===== config.mk =====
export PLATFORM = sky130hd
export DESIGN_NAME = interrupt_ack_eoi_ctrl
export DESIGN_NICKNAME = d
export VERILOG_FILES = /design/src/rtl/pic_pkg.sv /design/src/rtl/pic_ocw2_decoder.sv /design/src/rtl/interrupt_ack_eoi_ctrl.sv
export SDC_FILE = /design/constraint.sdc
export NUM_CORES = 1
export LEC_CHECK = 0
export ABC_AREA = 1
export BUFFER_PORTS_ARGS = -buffer_cell sky130_fd_sc_hd__buf_2
export CORE_MARGIN = 2
export CORE_UTILIZATION = 51
export CTS_CLUSTER_SIZE = 14
export DETAILED_ROUTE_END_ITERATION = 8
export PLACE_DENSITY_LB_ADDON = 0.2
export SLEW_MARGIN = 40
export SYNTH_ARGS = -nofsm -noshare
export SYNTH_HDL_FRONTEND = slang
export SYNTH_SLANG_ARGS = --single-unit

===== constraint.sdc =====
create_clock -name clk -period 2.1 [get_ports clk]
set_clock_uncertainty 0.1 [all_clocks]
set_input_delay 0.525 -clock clk [delete_from_list [all_inputs] [get_ports clk]]
set_output_delay 0.525 -clock clk [all_outputs]
set_load 0.02 [all_outputs]

===== src/rtl/pic_pkg.sv =====
// Shared types, OCW2 command codes and level/one-hot helpers for the 8259
// interrupt acknowledge and end-of-interrupt control path.
package pic_pkg;

    typedef enum logic [1:0] {
        ST_IDLE = 2'd0,
        ST_ACK1 = 2'd1,
        ST_ACK2 = 2'd2,
        ST_ACK3 = 2'd3
    } ack_state_t;

    // OCW2 commands, indexed by {R, SL, EOI}
    localparam logic [2:0] OCW2_ROT_AEOI_CLR = 3'b000;
    localparam logic [2:0] OCW2_NS_EOI       = 3'b001;
    localparam logic [2:0] OCW2_NOP          = 3'b010;
    localparam logic [2:0] OCW2_SP_EOI       = 3'b011;
    localparam logic [2:0] OCW2_ROT_AEOI_SET = 3'b100;
    localparam logic [2:0] OCW2_ROT_NS_EOI   = 3'b101;
    localparam logic [2:0] OCW2_SET_PRIO     = 3'b110;
    localparam logic [2:0] OCW2_ROT_SP_EOI   = 3'b111;

    localparam logic [2:0] PRIORITY_ROTATE_RESET = 3'b111;
    localparam logic [2:0] SPURIOUS_LEVEL        = 3'd7;

    function automatic logic [7:0] onehot8(input logic [2:0] level);
        onehot8 = 8'd1 << level;
    endfunction

    // Returns the index of the set bit; an all-zero input yields level 0.
    function automatic logic [2:0] encode8(input logic [7:0] onehot);
        encode8 = 3'd0;
        for (int i = 0; i < 8; i++) begin
            if (onehot[i]) begin
                encode8 = 3'(i);
            end else begin
                encode8 = encode8;
            end
        end
    endfunction

endpackage


===== src/rtl/pic_ocw2_decoder.sv =====
// Combinational OCW2 decode: turns a written command byte into EOI-type,
// rotate-source and rotate-on-AEOI control flags.
module pic_ocw2_decoder
    import pic_pkg::*;
(
    input  logic       write_ocw2,
    input  logic [7:0] ocw2_data,
    output logic       eoi_nonspecific,
    output logic       eoi_specific,
    output logic       rotate_from_isr,
    output logic       rotate_from_level,
    output logic       rot_aeoi_set,
    output logic       rot_aeoi_clr,
    output logic [2:0] level
);

    logic [2:0] cmd_s;

    // Without a write strobe the command collapses to the no-op code.
    always_comb begin
        cmd_s             = write_ocw2 ? ocw2_data[7:5] : OCW2_NOP;
        level             = ocw2_data[2:0];
        eoi_nonspecific   = 1'b0;
        eoi_specific      = 1'b0;
        rotate_from_isr   = 1'b0;
        rotate_from_level = 1'b0;
        rot_aeoi_set      = 1'b0;
        rot_aeoi_clr      = 1'b0;
        case (cmd_s)
            OCW2_ROT_AEOI_CLR: rot_aeoi_clr = 1'b1;
            OCW2_NS_EOI:       eoi_nonspecific = 1'b1;
            OCW2_NOP:          eoi_nonspecific = 1'b0;
            OCW2_SP_EOI:       eoi_specific = 1'b1;
            OCW2_ROT_AEOI_SET: rot_aeoi_set = 1'b1;
            OCW2_ROT_NS_EOI: begin
                eoi_nonspecific = 1'b1;
                rotate_from_isr = 1'b1;
            end
            OCW2_SET_PRIO:     rotate_from_level = 1'b1;
            OCW2_ROT_SP_EOI: begin
                eoi_specific      = 1'b1;
                rotate_from_level = 1'b1;
            end
            default:           eoi_nonspecific = 1'b0;
        endcase
    end

endmodule


===== src/rtl/interrupt_ack_eoi_ctrl.sv =====
// INTA sequencer and EOI/rotation controller driving the set and clear
// sides of the 8259 in-service register.
module interrupt_ack_eoi_ctrl
    import pic_pkg::*;
(
    input  logic       clk,
    input  logic       rst,
    input  logic       inta_pulse,
    input  logic       mode_8086,
    input  logic       auto_eoi,
    input  logic [7:0] request_vector,
    input  logic [7:0] highest_level_in_service,
    input  logic       write_ocw2,
    input  logic [7:0] ocw2_data,
    output logic [7:0] interrupt,
    output logic [7:0] end_of_interrupt,
    output logic [2:0] priority_rotate,
    output logic [1:0] ack_phase,
    output logic [2:0] ack_level,
    output logic       ack_spurious
);

    ack_state_t state_r, state_nx_s;
    logic [7:0] vec_r, vec_nx_s;
    logic       mode_r, mode_nx_s;
    logic       aeoi_r, aeoi_nx_s;
    logic       rot_aeoi_r, rot_aeoi_nx_s;
    logic [7:0] interrupt_r, interrupt_nx_s;
    logic [7:0] eoi_r, eoi_nx_s;
    logic [2:0] prio_r, prio_nx_s;
    logic [1:0] phase_r, phase_nx_s;
    logic [2:0] level_r, level_nx_s;
    logic       spur_r, spur_nx_s;
    logic       final_s, aeoi_fire_s, aeoi_rotate_s;
    logic [7:0] aeoi_mask_s, ocw_mask_s;

    logic       eoi_nonspecific_s, eoi_specific_s;
    logic       rotate_from_isr_s, rotate_from_level_s;
    logic       rot_aeoi_set_s, rot_aeoi_clr_s;
    logic [2:0] ocw_level_s;

    pic_ocw2_decoder u_ocw2_decoder (
        .write_ocw2        (write_ocw2),
        .ocw2_data         (ocw2_data),
        .eoi_nonspecific   (eoi_nonspecific_s),
        .eoi_specific      (eoi_specific_s),
        .rotate_from_isr   (rotate_from_isr_s),
        .rotate_from_level (rotate_from_level_s),
        .rot_aeoi_set      (rot_aeoi_set_s),
        .rot_aeoi_clr      (rot_aeoi_clr_s),
        .level             (ocw_level_s)
    );

    // INTA sequencing: next state, latched request context and ack status.
    always_comb begin
        state_nx_s     = state_r;
        vec_nx_s       = vec_r;
        mode_nx_s      = mode_r;
        aeoi_nx_s      = aeoi_r;
        interrupt_nx_s = 8'd0;
        phase_nx_s     = phase_r;
        level_nx_s     = level_r;
        spur_nx_s      = spur_r;
        final_s        = 1'b0;
        case (state_r)
            // ACK3 is a one-cycle tail after the third 8080 INTA; a new INTA
            // arriving there starts the next sequence directly.
            ST_IDLE, ST_ACK3: begin
                if (inta_pulse) begin
                    vec_nx_s   = request_vector;
                    mode_nx_s  = mode_8086;
                    aeoi_nx_s  = auto_eoi;
                    state_nx_s = ST_ACK1;
                    phase_nx_s = 2'd1;
                    if (request_vector != 8'd0) begin
                        interrupt_nx_s = request_vector;
                        level_nx_s     = encode8(request_vector);
                        spur_nx_s      = 1'b0;
                    end else begin
                        level_nx_s = SPURIOUS_LEVEL;
                        spur_nx_s  = 1'b1;
                    end
                end else if (state_r == ST_ACK3) begin
                    state_nx_s = ST_IDLE;
                    phase_nx_s = 2'd0;
                    spur_nx_s  = 1'b0;
                end else begin
                    state_nx_s = ST_IDLE;
                end
            end
            ST_ACK1: begin
                if (inta_pulse) begin
                    if (mode_r) begin
                        final_s    = 1'b1;
                        state_nx_s = ST_IDLE;
                        phase_nx_s = 2'd0;
                        spur_nx_s  = 1'b0;
                    end else begin
                        state_nx_s = ST_ACK2;
                        phase_nx_s = 2'd2;
                    end
                end else begin
                    state_nx_s = ST_ACK1;
                end
            end
            ST_ACK2: begin
                if (inta_pulse) begin
                    final_s    = 1'b1;
                    state_nx_s = ST_ACK3;
                    phase_nx_s = 2'd3;
                end else begin
                    state_nx_s = ST_ACK2;
                end
            end
            default: begin
                state_nx_s = ST_IDLE;
                phase_nx_s = 2'd0;
            end
        endcase
    end

    // EOI mask merge and priority rotation; an OCW2 rotate overrides AEOI.
    always_comb begin
        aeoi_fire_s   = final_s & aeoi_r & ~spur_r;
        aeoi_rotate_s = aeoi_fire_s & rot_aeoi_r;
        aeoi_mask_s   = aeoi_fire_s ? vec_r : 8'd0;
        if (eoi_nonspecific_s) begin
            ocw_mask_s = highest_level_in_service;
        end else if (eoi_specific_s) begin
            ocw_mask_s = onehot8(ocw_level_s);
        end else begin
            ocw_mask_s = 8'd0;
        end
        eoi_nx_s = ocw_mask_s | aeoi_mask_s;
        if (rotate_from_isr_s && (highest_level_in_service != 8'd0)) begin
            prio_nx_s = encode8(highest_level_in_service);
        end else if (rotate_from_level_s) begin
            prio_nx_s = ocw_level_s;
        end else if (aeoi_rotate_s) begin
            prio_nx_s = level_r;
        end else begin
            prio_nx_s = prio_r;
        end
        if (rot_aeoi_set_s) begin
            rot_aeoi_nx_s = 1'b1;
        end else if (rot_aeoi_clr_s) begin
            rot_aeoi_nx_s = 1'b0;
        end else begin
            rot_aeoi_nx_s = rot_aeoi_r;
        end
    end

    // State and output registers.
    always_ff @(posedge clk or negedge rst) begin
        if (!rst) begin
            state_r     <= ST_IDLE;
            vec_r       <= 8'd0;
            mode_r      <= 1'b0;
            aeoi_r      <= 1'b0;
            rot_aeoi_r  <= 1'b0;
            interrupt_r <= 8'd0;
            eoi_r       <= 8'd0;
            prio_r      <= PRIORITY_ROTATE_RESET;
            phase_r     <= 2'd0;
            level_r     <= 3'd0;
            spur_r      <= 1'b0;
        end else begin
            state_r     <= state_nx_s;
            vec_r       <= vec_nx_s;
            mode_r      <= mode_nx_s;
            aeoi_r      <= aeoi_nx_s;
            rot_aeoi_r  <= rot_aeoi_nx_s;
            interrupt_r <= interrupt_nx_s;
            eoi_r       <= eoi_nx_s;
            prio_r      <= prio_nx_s;
            phase_r     <= phase_nx_s;
            level_r     <= level_nx_s;
            spur_r      <= spur_nx_s;
        end
    end

    assign interrupt        = interrupt_r;
    assign end_of_interrupt = eoi_r;
    assign priority_rotate  = prio_r;
    assign ack_phase        = phase_r;
    assign ack_level        = level_r;
    assign ack_spurious     = spur_r;

endmodule

# After elaboration in Yosys (flattened, before gate mapping)
# Index checks and enable logic that the tools add are counted.
# word_totals
ff_bits	38
in_bits	30
out_inout_bits	25
wordCells	98
# op_classes
eq_ne	13
shifts	1
mux	53
bitwise_logic	5
n_reduce_logical	15
# ops
operator	count
2-to-1 mux 3 bit	17
2-to-1 mux 8 bit	6
2-to-1 mux 1 bit	20
nonzero test 8 bit	2
== test 3 bit, second input constant	4
2-to-1 mux 2 bit	6
one-hot mux 2 bit (3 select lines)	2
OR 8 bit	1
OR reduction 2 bit	4
left shift 1 x 3 -> 8 bit, first input constant	1
inequality test 2 bit, second input constant	3
== test 2 bit, second input constant	2
one-hot mux 1 bit (2 select lines)	2
AND reduction 4 bit	1
nonzero test 2 bit	2
bitwise AND 1 bit	3
== test 3 x 1 -> 1 bit, second input constant	1
== test 3 x 2 -> 1 bit, second input constant	1
logical NOT 3 bit	1
inequality test 3 bit, second input constant	1
AND reduction 3 bit	1
nonzero test 3 bit	1
== test 2 x 1 -> 1 bit, second input constant	1
logical NOT 2 bit	1
other kinds (3)	3

# Longest topological paths before layout
# depth
word_depth	9
depth_mapped	10
depth_no_buf	10

# Modules after synthesis
# Synthesis repeated with hierarchy kept, for this count alone.
# hier_totals
cells_unflattened	226
hier_area_um2	1818.0
# modules_own_cells
module	instances	cells_per_inst	area_per_inst_um2	seq_area_each_um2
interrupt_ack_eoi_ctrl	1	210	1744.2	954.7
pic_ocw2_decoder	1	16	73.8	0.0

# Worst setup path after synthesis
# Ideal clock, no wire load.
# synth_path
path_kind	flip-flop to flip-flop
start	register state_r[0]
end	register prio_r[2] (netlist: priority_rotate[2])
setup_time_ns	0.082
t_arrival_ns	1.296
t_required_ns	1.918
slack_ns	0.622
stages_incl_launch_ff	11
n_path_buf	0
period_less_slack_ns	1.478
cell_sequence	dfrtp_1 > inv_1 > ha_1 > inv_1 > nand2_1 > nor2_1 > nand3_1 > nand2_1 > nor2_1 > nand2_1 > nand3_1
# synth_between
elab_chain_cells	6
elab_cells_between_ends	7
cone_classes	eq/ne: 2; mux: 1; bitwise: 3; reduce/logical: 1
# synth_rtl
item	line_no	rtl
from (decl)	interrupt_ack_eoi_ctrl.sv:23	ack_state_t state_r, state_nx_s;
from (signal assigned)	interrupt_ack_eoi_ctrl.sv:168	state_r <= state_nx_s;
== test 2 bit or == test 2 x 1 -> 1 bit (tied branches)	interrupt_ack_eoi_ctrl.sv:65	case (state_r)
one-hot mux 1 bit (2 select lines) (*)	interrupt_ack_eoi_ctrl.sv:65	
bitwise AND 1 bit (*) (2 in a row)	interrupt_ack_eoi_ctrl.sv:124	aeoi_fire_s = final_s & aeoi_r & ~spur_r;
bitwise AND 1 bit (*)	interrupt_ack_eoi_ctrl.sv:125	aeoi_rotate_s = aeoi_fire_s & rot_aeoi_r;
nonzero test 3 bit (no line) (*)	--	
to (signal assigned)	interrupt_ack_eoi_ctrl.sv:175	prio_r <= prio_nx_s;
to (decl)	interrupt_ack_eoi_ctrl.sv:30	logic [2:0] prio_r, prio_nx_s;
# Every way passes the cells marked *; elsewhere a longest branch is shown, timed or not.
# A chain may end at the register's enable or synchronous reset.

# Final worst setup path
# layout_path
start	register state_r[0]
end	register eoi_r[7] (netlist: end_of_interrupt[7])
# layout_between
elab_chain_cells	6
elab_cells_between_ends	7
cone_classes	eq/ne: 2; mux: 2; bitwise: 3
# layout_rtl
item	line_no	rtl
== test 2 bit or == test 2 x 1 -> 1 bit (tied branches)	interrupt_ack_eoi_ctrl.sv:65	
one-hot mux 1 bit (2 select lines) (*)	interrupt_ack_eoi_ctrl.sv:65	
bitwise AND 1 bit (*) (2 in a row)	interrupt_ack_eoi_ctrl.sv:124	
2-to-1 mux 8 bit (*)	interrupt_ack_eoi_ctrl.sv:126	aeoi_mask_s = aeoi_fire_s ? vec_r : 8'd0;
OR 8 bit (*)	interrupt_ack_eoi_ctrl.sv:134	eoi_nx_s = ocw_mask_s | aeoi_mask_s;
named net eoi_nx_s[7]	interrupt_ack_eoi_ctrl.sv:29	logic [7:0] eoi_r, eoi_nx_s;
to (signal assigned)	interrupt_ack_eoi_ctrl.sv:174	eoi_r <= eoi_nx_s;
to (decl)	interrupt_ack_eoi_ctrl.sv:29	
# Mark *: on every way through the listed nets, which the timed path passes. The rest lies on a longest branch.

==> parameters.txt <==
Parameter                              Value

Clocking
  Register clock-pin slew on the reported worst setup and hold paths ... 0.11 ns
  CTS tree ... done
  Total clock sinks ... 38
  Post-cts sizing count ... 0
  Post-CTS setup buffers ... 0
  Clk Latency, worst-skew pair ... 0.34 ns
  Buffers from clock root to sink, at most ... 2
  Htree depth ... 2
  Clock root buffer ... sky130_fd_sc_hd__clkbuf_4
  Hold-fix buffers, CTS ... 0
  Number of buffers inserted during clock tree synthesis ... 5

Yosys
  Most frequent cells after synthesis ... sky130_fd_sc_hd__nand2_1 (69), sky130_fd_sc_hd__dfrtp_1 (35), sky130_fd_sc_hd__inv_1 (29), sky130_fd_sc_hd__nor2_1 (28), sky130_fd_sc_hd__o21ai_0 (18)
  Number of enable flip-flop cells after synthesis ... 0
  Post-synth top flop ... sky130_fd_sc_hd__dfrtp_1
  Asr flop ratio synth ... 100.0%
  Area leader, netlist ... sky130_fd_sc_hd__dfrtp_1
  Area share of the leading cell type in the synthesized netlist ... 47.98%
  Yosys cell types ... 22
  Syn Std Cell Area ... 0.001826 sq mm
  Top-count cell post-synth ... sky130_fd_sc_hd__nand2_1
  Sequential fraction of the synthesis area ... 52.30%
  Warning count from the yosys run ... 0
  Net Count, Synth ... 260
  Synthesized instance count ... 227
  Number of register bits inferred by synthesis ... 38
  Syn avg cell area ... 8.042 sq um
  Leading cell types by total area after synthesis ... sky130_fd_sc_hd__dfrtp_1 (48%), sky130_fd_sc_hd__nand2_1 (14%), sky130_fd_sc_hd__inv_1 (6.0%), sky130_fd_sc_hd__nor2_1 (5.8%), sky130_fd_sc_hd__o21ai_0 (4.9%)

Die
  I/O pin count ... 55
  Die height ... 63.83 um
  Total number of placement rows ... 21
  Initial core utilization ... 53.86%
  Die Outline Area ... 0.004074 sq mm
  Horiz. Die Dim ... 63.83 um
  Core Area ... 0.003390 sq mm

GRT
  Pin count of the biggest net entering global routing ... 39
  Tot GR Track Use ... 20.63%
  Vias in the first global route ... 1558
  Initial antenna violation count ... 0
  First-pass GRT wire length ... 6.444 mm
  Grt total ovfl ... 0

Power and ir drop
  Internal power component ... 0.001376 W
  Worst VDD drop ... 0.5482 mV
  Switching part of the total ... 38.41%
  Combinational power share ... 34.2%
  Clk pwr share ... 18.2%
  Seq pwr share ... 47.6%
  Net Sw Power ... 0.0008581 W
  Leakage power ... 1.257 nW
  Power density cells ... 1011 mW/mm^2

Min path
  Hold Path Class ... input port to async pin

Final layout
  Share of post-route cells with drive strength above 1 ... 25.52%
  Fill cell total of the finished layout ... 314
  Area used by sequential logic in the layout ... 954.7 sq um
  Multi-input gate area in the final layout ... 749.5 sq um
  Count of inserted antenna diode cells ... 0
  Total number of nets in the final design ... 318
  Signed area change from the synthesized netlist to the final layout ... 21.04%

STA
  Fin crit share ... 80.51%
  Final hold slack ... 0.1047 ns
  Minimum clock period after layout ... 1.691 ns
  Number of failing hold endpoints at the final stage ... 0
  Worst-margin pin slew ... 0.4647 ns
  Achievable clock frequency ... 591.4 MHz
  Max-slew violation count ... 0
  Final setup violation count ... 0
  Worst-case headroom to the max-slew limit ... 69.02%
  RSZ-0062 raised after global routing ... false
  Setup Total Neg Slack ... 0 ns

Setup path
  Bufs and invs on worst path ... 3
  Signal arrival time at the worst endpoint ... 1.88 ns
  Critical setup path kind ... register to register
  Worst Reg2Reg Path Length in Cells ... 9
  Setup slack of the worst register-to-register path ... 0.41 ns
  Number of gates on the worst path with buffers counted ... 9
  Worst flop-to-flop path endpoint ... end_of_interrupt[7]
  Top fanout value on the critical path ... 8
  Slowest stage cell, crit path ... sky130_fd_sc_hd__dfrtp_1
  Worst path cell trace ... inv_1 -> ha_1 -> inv_1 -> nand2_1 -> nor2_1 -> nand2_1 -> inv_1 -> nand2_1 -> nand2_1
  CP startpoint kind ... register
  CP Data Required Time ... 2.29 ns
  Kind of capture point of the worst setup path ... register
  Family of cells with the greatest summed delay on the critical path ... simple AND/OR/NAND/NOR gates
  Worst reg2reg path startpoint ... state_r[0]
  Crit path from ... state_r[0]
  Peak per-stage delay on the critical path ... 0.40 ns
  Cell type with the highest occurrence count on the critical path ... sky130_fd_sc_hd__nand2_1
  Worst setup endpoint ... end_of_interrupt[7]

Routing
  Average wire per standard cell ... 11.20 um
  Number of vias per cell after detailed routing ... 4.786
  Number of remaining DRC errors ... 0
  Total number of vias ... 1589
  Number of antenna-violating nets in the routed design ... 0
  Total wire length after detailed routing ... 3.719 mm
  Drt first-iter violations ... 105
  Length of the first detailed-routing pass in iterations ... 4

Placed design
  I/O Buffers ... 52
  Placed wire-length estimate after detailed placement ... 2.848 mm
  GP Congestion ... 0.9196

Job
  Max-cap violations ... 0

Run status
  Status ... complete, no violations
layout make-up:
cell class	count	area share, %
inverters	29	4.926
clock buffers	6	2.322
repair buffers	54	12.46
multi-input cells	157	33.92
well taps	46	2.605
flip-flops and latches	38	43.20
clock inverters	2	0.5663
per-layer routing:
metal / vias to the layer above / GRT usage, % / wire length, um
met1: 711 / 26.17 / 1758
li1: 828 / - / -
met5: - / 0 / 0
met4: 0 / 8.152 / 24
met2: 48 / 33.33 / 1694
met3: 2 / 5.810 / 242
registers in the layout, indices dropped and copies added (netlist names):
register / count
ack_phase: 2
vec_r: 8
rot_aeoi_r: 1
ack_level: 3
mode_r: 1
end_of_interrupt: 8
aeoi_r: 1
interrupt: 8
priority_rotate: 3
ack_spurious: 1
state_r: 2
power by group through the flow:
stage	Clock [W]	Combinational (W)	Sequential, W
global placement	0	0.000751	0.00107
detailed placement	0	0.000768	0.00108
CTS	0.000420	0.000770	0.00106
floorplan	0	0.000398	0.00119
finish	0.000406	0.000764	0.00106
global route	0.000455	0.000877	0.00109
through the flow:
step                      util [%]  power (W)  setup slack (ns)  area [sq um]  cells
after floorplan                  -   0.001588            0.6217          1826    227
after global placement       63.31   0.001823            0.4741          2146    324
after detailed placement     63.31   0.001845            0.4416          2146    324
after CTS                    65.19   0.002255            0.4069          2210    332
after global routing         65.19   0.002420            0.1882          2210    332
final                        65.19   0.002234            0.4092          2210    332
kinds of logic (layout without fill, tap and decap cells):
| group | after synthesis | count (layout) | share of synthesized area, % |
|---|---|---|---|
| DFF | 38 | 38 | 52.30 |
| AOI/OAI and AO/OA | 33 | 33 | 10.21 |
| muxes | 1 | 1 | 0.6168 |
| buffers and inverters | 32 | 91 | 6.648 |
| adders and majority gates | 3 | 3 | 2.056 |
| and+or+nand+nor | 120 | 120 | 28.17 |
how the worst min path moves through the flow:
stage,from,end,slack [ns],depth (start not counted)
after floorplan,rst,ack_level[0],0.13,0
after CTS,rst,end_of_interrupt[6],0.10,2
after detailed placement,ack_phase[0],ack_phase[0],0.36,2
after global routing,rst,ack_phase[0],0.11,2
after global placement,ack_phase[0],ack_phase[0],0.35,2
final,rst,ack_phase[1],0.10,2
layout by cell type (no fill, tap or decap):
| master | n |
|---|---|
| sky130_fd_sc_hd__inv_1 | 29 |
| sky130_fd_sc_hd__a22oi_1 | 7 |
| sky130_fd_sc_hd__nor2_8 | 1 |
| sky130_fd_sc_hd__clkbuf_4 | 5 |
| sky130_fd_sc_hd__buf_2 | 52 |
| sky130_fd_sc_hd__ha_1 | 3 |
| sky130_fd_sc_hd__o21ai_0 | 18 |
| sky130_fd_sc_hd__clkinvlp_4 | 1 |
| sky130_fd_sc_hd__nand3_1 | 11 |
| sky130_fd_sc_hd__dfrtp_1 | 35 |
| sky130_fd_sc_hd__clkinv_2 | 1 |
| sky130_fd_sc_hd__nor2_2 | 1 |
| sky130_fd_sc_hd__nand3b_1 | 2 |
| sky130_fd_sc_hd__nand2_2 | 2 |
| sky130_fd_sc_hd__nor3_1 | 4 |
| sky130_fd_sc_hd__a21oi_1 | 6 |
| sky130_fd_sc_hd__nor2_4 | 1 |
| sky130_fd_sc_hd__dfstp_2 | 3 |
| sky130_fd_sc_hd__o21ai_1 | 1 |
| sky130_fd_sc_hd__nor2_1 | 28 |
| sky130_fd_sc_hd__clkbuf_8 | 1 |
| sky130_fd_sc_hd__mux2_2 | 1 |
| sky130_fd_sc_hd__nand3_2 | 1 |
| sky130_fd_sc_hd__buf_4 | 2 |
| sky130_fd_sc_hd__o21ai_2 | 1 |
| sky130_fd_sc_hd__nand2_1 | 69 |
(Power assumes the default switching activity.)
